<file path="src/rtl/row_formatter.sv">
// Streams a word of NUM_FIELDS x FIELD_W bit fields as one ASCII text row:
// binary digits MSB first, ' ' between fields, '\n' after the last field.
module row_formatter #(
    parameter int NUM_FIELDS = 3,
    parameter int FIELD_W    = 4
) (
    input  logic                             clk,
    input  logic                             rst,
    input  logic                             in_valid,
    output logic                             in_ready,
    input  logic [NUM_FIELDS*FIELD_W-1:0]    in_data,
    output logic                             out_valid,
    input  logic                             out_ready,
    output logic [7:0]                       out_byte,
    output logic                             out_last,
    output logic                             busy,
    output logic [15:0]                      row_count
);

    localparam int TOTAL_W = NUM_FIELDS * FIELD_W;
    localparam int FIDX_W  = (NUM_FIELDS > 1) ? $clog2(NUM_FIELDS) : 1;
    localparam int BIDX_W  = $clog2(FIELD_W + 1);

    localparam logic [FIDX_W-1:0] LAST_FIELD = FIDX_W'(NUM_FIELDS - 1);
    localparam logic [BIDX_W-1:0] SEP_SLOT   = BIDX_W'(FIELD_W);

    localparam logic [7:0] CH_0  = 8'h30;
    localparam logic [7:0] CH_1  = 8'h31;
    localparam logic [7:0] CH_SP = 8'h20;
    localparam logic [7:0] CH_NL = 8'h0A;

    typedef enum logic {IDLE, EMIT} state_t;

    state_t              state_q, state_d;
    logic [TOTAL_W-1:0]  data_q, data_d;
    logic [FIDX_W-1:0]   field_q, field_d;
    logic [BIDX_W-1:0]   bit_idx_q, bit_idx_d;
    logic [7:0]          byte_d;
    logic                last_d;
    logic [15:0]         count_d;
    logic                fire, done, accept;

    assign out_valid = (state_q == EMIT);
    assign busy      = (state_q == EMIT);
    assign fire      = out_valid && out_ready;
    assign done      = fire && out_last;
    assign in_ready  = !rst && ((state_q == IDLE) || done);
    assign accept    = in_valid && in_ready;

    // data_q is a shift register: its MSB is always the next bit character
    // still to be emitted, so the current character is never re-indexed.
    always_comb begin
        // NOTE: every signal gets a default first so no latch is inferred.
        state_d   = state_q;
        data_d    = data_q;
        field_d   = field_q;
        bit_idx_d = bit_idx_q;
        byte_d    = out_byte;
        last_d    = out_last;
        count_d   = row_count;

        if (done) begin
            count_d = row_count + 16'd1;
            state_d = IDLE;
            byte_d  = 8'h00;
            last_d  = 1'b0;
        end else if (fire) begin
            if (bit_idx_q == SEP_SLOT) begin
                field_d   = field_q + FIDX_W'(1);
                bit_idx_d = '0;
            end else begin
                bit_idx_d = bit_idx_q + BIDX_W'(1);
            end

            if (bit_idx_d == SEP_SLOT) begin
                last_d = (field_d == LAST_FIELD);
                byte_d = last_d ? CH_NL : CH_SP;
            end else begin
                byte_d = data_q[TOTAL_W-1] ? CH_1 : CH_0;
                data_d = data_q << 1;
            end
        end

        // Acceptance overrides completion so back-to-back rows have no bubble.
        if (accept) begin
            state_d   = EMIT;
            data_d    = in_data << 1;
            field_d   = '0;
            bit_idx_d = '0;
            byte_d    = in_data[TOTAL_W-1] ? CH_1 : CH_0;
            last_d    = 1'b0;
        end
    end

    // NOTE: sequential state uses non-blocking assignments only.
    always_ff @(posedge clk or posedge rst) begin
        if (rst) begin
            state_q   <= IDLE;
            data_q    <= '0;
            field_q   <= '0;
            bit_idx_q <= '0;
            out_byte  <= 8'h00;
            out_last  <= 1'b0;
            row_count <= 16'h0000;
        end else begin
            state_q   <= state_d;
            data_q    <= data_d;
            field_q   <= field_d;
            bit_idx_q <= bit_idx_d;
            out_byte  <= byte_d;
            out_last  <= last_d;
            row_count <= count_d;
        end
    end

endmodule
</file>
<file path="config.mk">
export PLATFORM = sky130hd
export DESIGN_NAME = row_formatter
export DESIGN_NICKNAME = d
export VERILOG_FILES = /design/src/rtl/row_formatter.sv
export SDC_FILE = /design/constraint.sdc
export NUM_CORES = 1
export LEC_CHECK = 0
export ABC_AREA = 1
export BUFFER_PORTS_ARGS = -buffer_cell sky130_fd_sc_hd__buf_4
export CAP_MARGIN = 40
export CORE_MARGIN = 3
export CORE_UTILIZATION = 48
export CTS_CLUSTER_DIAMETER = 100
export CTS_CLUSTER_SIZE = 28
export DETAILED_ROUTE_END_ITERATION = 12
export PLACE_DENSITY = 0.75
export SLEW_MARGIN = 20
export SYNTH_ARGS = -nofsm -noshare
export SYNTH_HDL_FRONTEND = slang
export SYNTH_SLANG_ARGS = --single-unit
</file>
<file path="constraint.sdc">
create_clock -name clk -period 1.5 [get_ports clk]
set_input_delay 0.15 -clock clk [delete_from_list [all_inputs] [get_ports clk]]
set_output_delay 0.15 -clock clk [all_outputs]
set_load 0.05 [all_outputs]
</file>
# --- After elaboration in Yosys (flattened, before gate mapping) ---
# Cells that the tools add are included.
totals:
  ff_bits: 43
  in_bits: 16
  word_cells: 58
op_classes:
  mux: 29
  addsub: 3
  n_eq_ne: 5
  n_reduce_logical: 13
  n_bitwise: 1
op_table:
  columns: ["cell", "n"]
  rows:
  - ["two-way mux 12 bit", 4]
  - ["two-way mux 8 bit", 3]
  - ["two-way mux 3 bit", 6]
  - ["adder 16 x 1 -> 16 bit, second input constant", 1]
  - ["two-way mux 2 bit", 6]
  - ["two-way mux 6 bit", 2]
  - ["two-way mux 1 bit", 8]
  - ["== test 3 bit, second input constant", 2]
  - ["nonzero test 3 bit", 2]
  - ["logical AND 1 bit", 4]
  - ["AND reduction 2 bit", 2]
  - ["nonzero test 2 bit", 2]
  - ["adder 3 x 1 -> 3 bit, second input constant", 1]
  - ["AND reduction 3 bit", 1]
  - ["adder 2 x 1 -> 2 bit, second input constant", 1]
  - ["== test 2 bit, second input constant", 1]
  - ["!= test 2 x 1 -> 1 bit, second input constant", 1]
  - ["!= test 2 bit, second input constant", 1]
  - ["logical NOT 1 bit", 1]
  - ["logical OR 1 bit", 1]
  - ["inverter 1 bit", 1]

# --- Longest topological paths before layout ---
depth:
  depth_word: 10
  mapped_depth: 10

# --- Least setup slack after synthesis ---
# OpenSTA, ideal clock, no wires.
synth_path:
  path_kind: "register -> output"
  from: "register out_last"
  to: "output in_ready"
  path_stages_with_launch: 3
  arrival_time_ps: 1754
  path_slack_ps: -404
  path_cell_list: "dfrtp_1 -> nand3_2 -> a21oi_1"
synth_via:
  elab_chain_len: 3
synth_rtl:
  columns: ["item", "line_no", "text"]
  rows:
  - ["start, declared", "15", "output logic out_last,"]
  - ["start signal, assigned", "111", "out_last <= last_d;"]
  - ["logical AND 1 bit", "46", "assign done = fire && out_last;"]
  - ["logical OR 1 bit", "47", "assign in_ready = !rst && ((state_q == IDLE) || done);"]
  - ["logical AND 1 bit", "47", null]
  - ["end, declared", "10", "output logic in_ready,"]
# No other way between the ends.

# --- Final worst setup path ---
layout_path:
  from: "register state_q, in the netlist busy"
  to: "output in_ready"
layout_via:
  elab_chain_len: 4
  elab_cells_between_ends: 5
layout_rtl:
  columns: ["item", "line_no", "text"]
  rows:
  - ["start, declared", "34", "state_t state_q, state_d;"]
  - ["start signal, assigned", "106", "state_q <= state_d;"]
  - ["logical AND 1 bit", "45", "assign fire = out_valid && out_ready;"]
  - ["logical AND 1 bit", "46", null]
  - ["logical OR 1 bit (*)", "47", null]
  - ["logical AND 1 bit (*)", "47", null]
# Every way passes the cells marked *; elsewhere a longest branch is shown, timed or not.

==> summary.md <==
| Metric | Value |
|---|---|
| Max VDD drop | 0.965 mV |
| Ant diodes | 0 |
| Yosys Warn Count | 0 |
| CP top delay family | flip-flops |
| P per Cell Area | 1540 nW/µm² |
| # DRC | 0 |
| Area of the die | 4960 µm² |
| Routed wl met3 | 171 µm |
| H-tree depth | 2 |
| Drt initial violations | 83 |
| CTS tree | yes |
| Std-Cell Core Area | 3830 µm² |
| CP Buf/Inv Count | 2 |
| Vias post-DR | 1,793 |
| Clk sinks | 38 |
| Avg WL per Cell | 11.6 µm |
| Fin crit period | 1430 ps |
| Worst min path class | primary input to asynchronous set/reset pin |
| Seq/Total Area, Yosys | 47.8% |
| Final ANT Viol Nets | 0 |
| Synthesis-stage register bit count | 38 |
| Clock slew at reported path FFs | 80 ps |
| WL met2 | 2.10 mm |
| Max_cap viols | 0 |
| Placed insts | 354 |
| Routed wire length | 4.26 mm |
| Crit path DAT | 1280 ps |
| Top Ports | 44 |
| Final Net Count | 338 |
| Total grt overflow | 0 |
| Slowest CP cell | dfrtp_2 |
| First-pass GRT wire length | 7.34 mm |
| Initial core utilization | 52.0% |
| Worst r2r src | bit_idx_q[0] |
| Port buffer count | 40 |
| Fin. Hold Viols | 0 |
| Critical path startpoint category | flop |
| Site row count | 22 |
| Synthesized cell area | 1990 µm² |
| LEAKAGE | 1.41 nW |
| Die X | 70.4 µm |
| Critical Path End Type | output pin |
| Slowest Stage Delay on Critical Path | 430 ps |
| Worst-path maximum fanout | 6 |
| Final setup fails | 0 |
| Fmax | 0.701 GHz |
| Root Driver | clkbuf_8 |
| Worst-Skew Late Latency | 290 ps |
| M1 WL | 1.95 mm |
| TritonRoute pass-1 iters | 4 |
| DR vias/cell | 4.87 |
| Cts bufs inserted | 5 |
| Vias in the first global route | 1,719 |
| Largest net degree at the start of global routing | 39 |
| GRT Util Overall | 18.1% |
| Initial antenna violation count | 0 |
| Uppermost layer routed | met4 |
| Status | finished, final reports clean |
| Overall die height | 70.4 µm |
| Commonest cells after routing, fill and taps aside | nand2_1, buf_4, dfrtp_1, nand3_1, inv_1 |
| Synth Area per Inst | 7.57 µm² |
| Skew final | 8.48 ps |
| Crit path from | busy |
| Layout area overhead | 30.7% |
| Netlist cell types | 20 |
| Synthesized instance count | 263 |
| Post-Layout Cell Count | 368 |
| Hpwl dp | 2.99 mm |
| Most common cell after layout, fill and taps aside | nand2_1 |
| Final GP Congestion | 0.817 |
| Share of layout cells above drive strength 1 | 27.2% |
| WS Path Type | flop to output pin |
| Final period util | 95.1% |
| CP required | 1350 ps |
| Overall power | 0.00400 W |
| Clock buffer depth | 2 |
| Hold WS | 48.6 ps |
| Final Slew Violations | 0 |
| Crit path cell chain | nand3_4 -> buf_4 -> a21oi_4 -> buf_6 |
repair_timing:
item / in CTS / in global routing
endpoints found under the setup margin: 0 / 16
hold buffers: 0 / 0
setup buffers: 0 / 5
resized for setup: 0 / 14
per-stage QoR:
stage               setup TNS (ps)  util, %  cell area (µm²)  setup slack, ps
finish                           0     68.0             2600             73.7
CTS                              0     65.5             2500             1.39
global placement                 0     63.0             2410             62.8
global route                 -10.7     68.0             2600            -10.7
floorplan                        0        -             2030            0.475
detailed placement               0     63.0             2410             17.8
metal layers:
layer	track usage, %	vias up
li1	-	924
met3	5.90	6
met2	30.2	31
met5	0	-
met4	5.53	0
met1	22.1	832
cells in the mapped netlist (all sizes together):
cell type	number	area (µm²)
nand2	109	409
dfrtp	38	951
nand3	28	150
inv	26	97.6
nor2	17	68.8
buf	10	65.1
xor2	8	70.1
o21ai	7	35.0
nand4	6	37.5
ha	3	37.5
xnor2	3	26.3
a21oi	2	10.0
nand3b	2	15.0
nor3	2	10.0
clkbuf	1	3.75
conb	1	3.75
power by group:
group | leakage [nW] | internal [W] | total, W | switching, W
logic | 0.875 | 0.000646 | 0.00179 | 0.00115
registers | 0.491 | 0.00128 | 0.00147 | 0.000191
clock network | 0.0472 | 0.000370 | 0.000734 | 0.000364
worst register-to-register path, stage by stage (launching register included):
cell,delay [ps]
dfrtp_1,390
inv_2,110
ha_4,220
nor2_2,110
nand3_2,100
buf_4,160
inv_1,70
nand2_1,50
nand2_1,60
nand2_1,40
flip-flops by register name (all words and copies together) (netlist names):
register	flops
out_byte	4
busy	1
field_q	2
data_q	11
bit_idx_q	3
row_count	16
out_last	1
logic make-up after synthesis:
| family | Yosys count | share of synthesized area [%] |
|---|---|---|
| DFF | 38 | 47.8 |
| AOI/OAI and AO/OA | 9 | 2.26 |
| xor gates and xnor gates | 11 | 4.84 |
| buffers and inverters | 37 | 8.36 |
| adders and majority gates | 3 | 1.89 |
| and+or+nand+nor | 164 | 34.7 |
| other | 1 | 0.188 |
cell type report:
cell class              instances  area [µm²]
multi-input cells             190         945
repair buffers                 58         443
clock inverters                 2        12.5
clock buffers                   6        82.6
well taps                      48        60.1
flip-flops and latches         38         958
fillers                       313        1220
inverters                      26         101
worst paths after layout:
kind	to	slack, ps	depth (start not counted)
worst min register to register	out_byte[0]	490	2
worst max-delay path	in_ready	70	4
worst max register to register	out_byte[5]	90	9
max in group asynchronous	row_count[0]	1100	3
min in group clk	data_q[1]	70	3
worst min-delay path	row_count[3]	50	3
(Power assumes the default switching activity.)
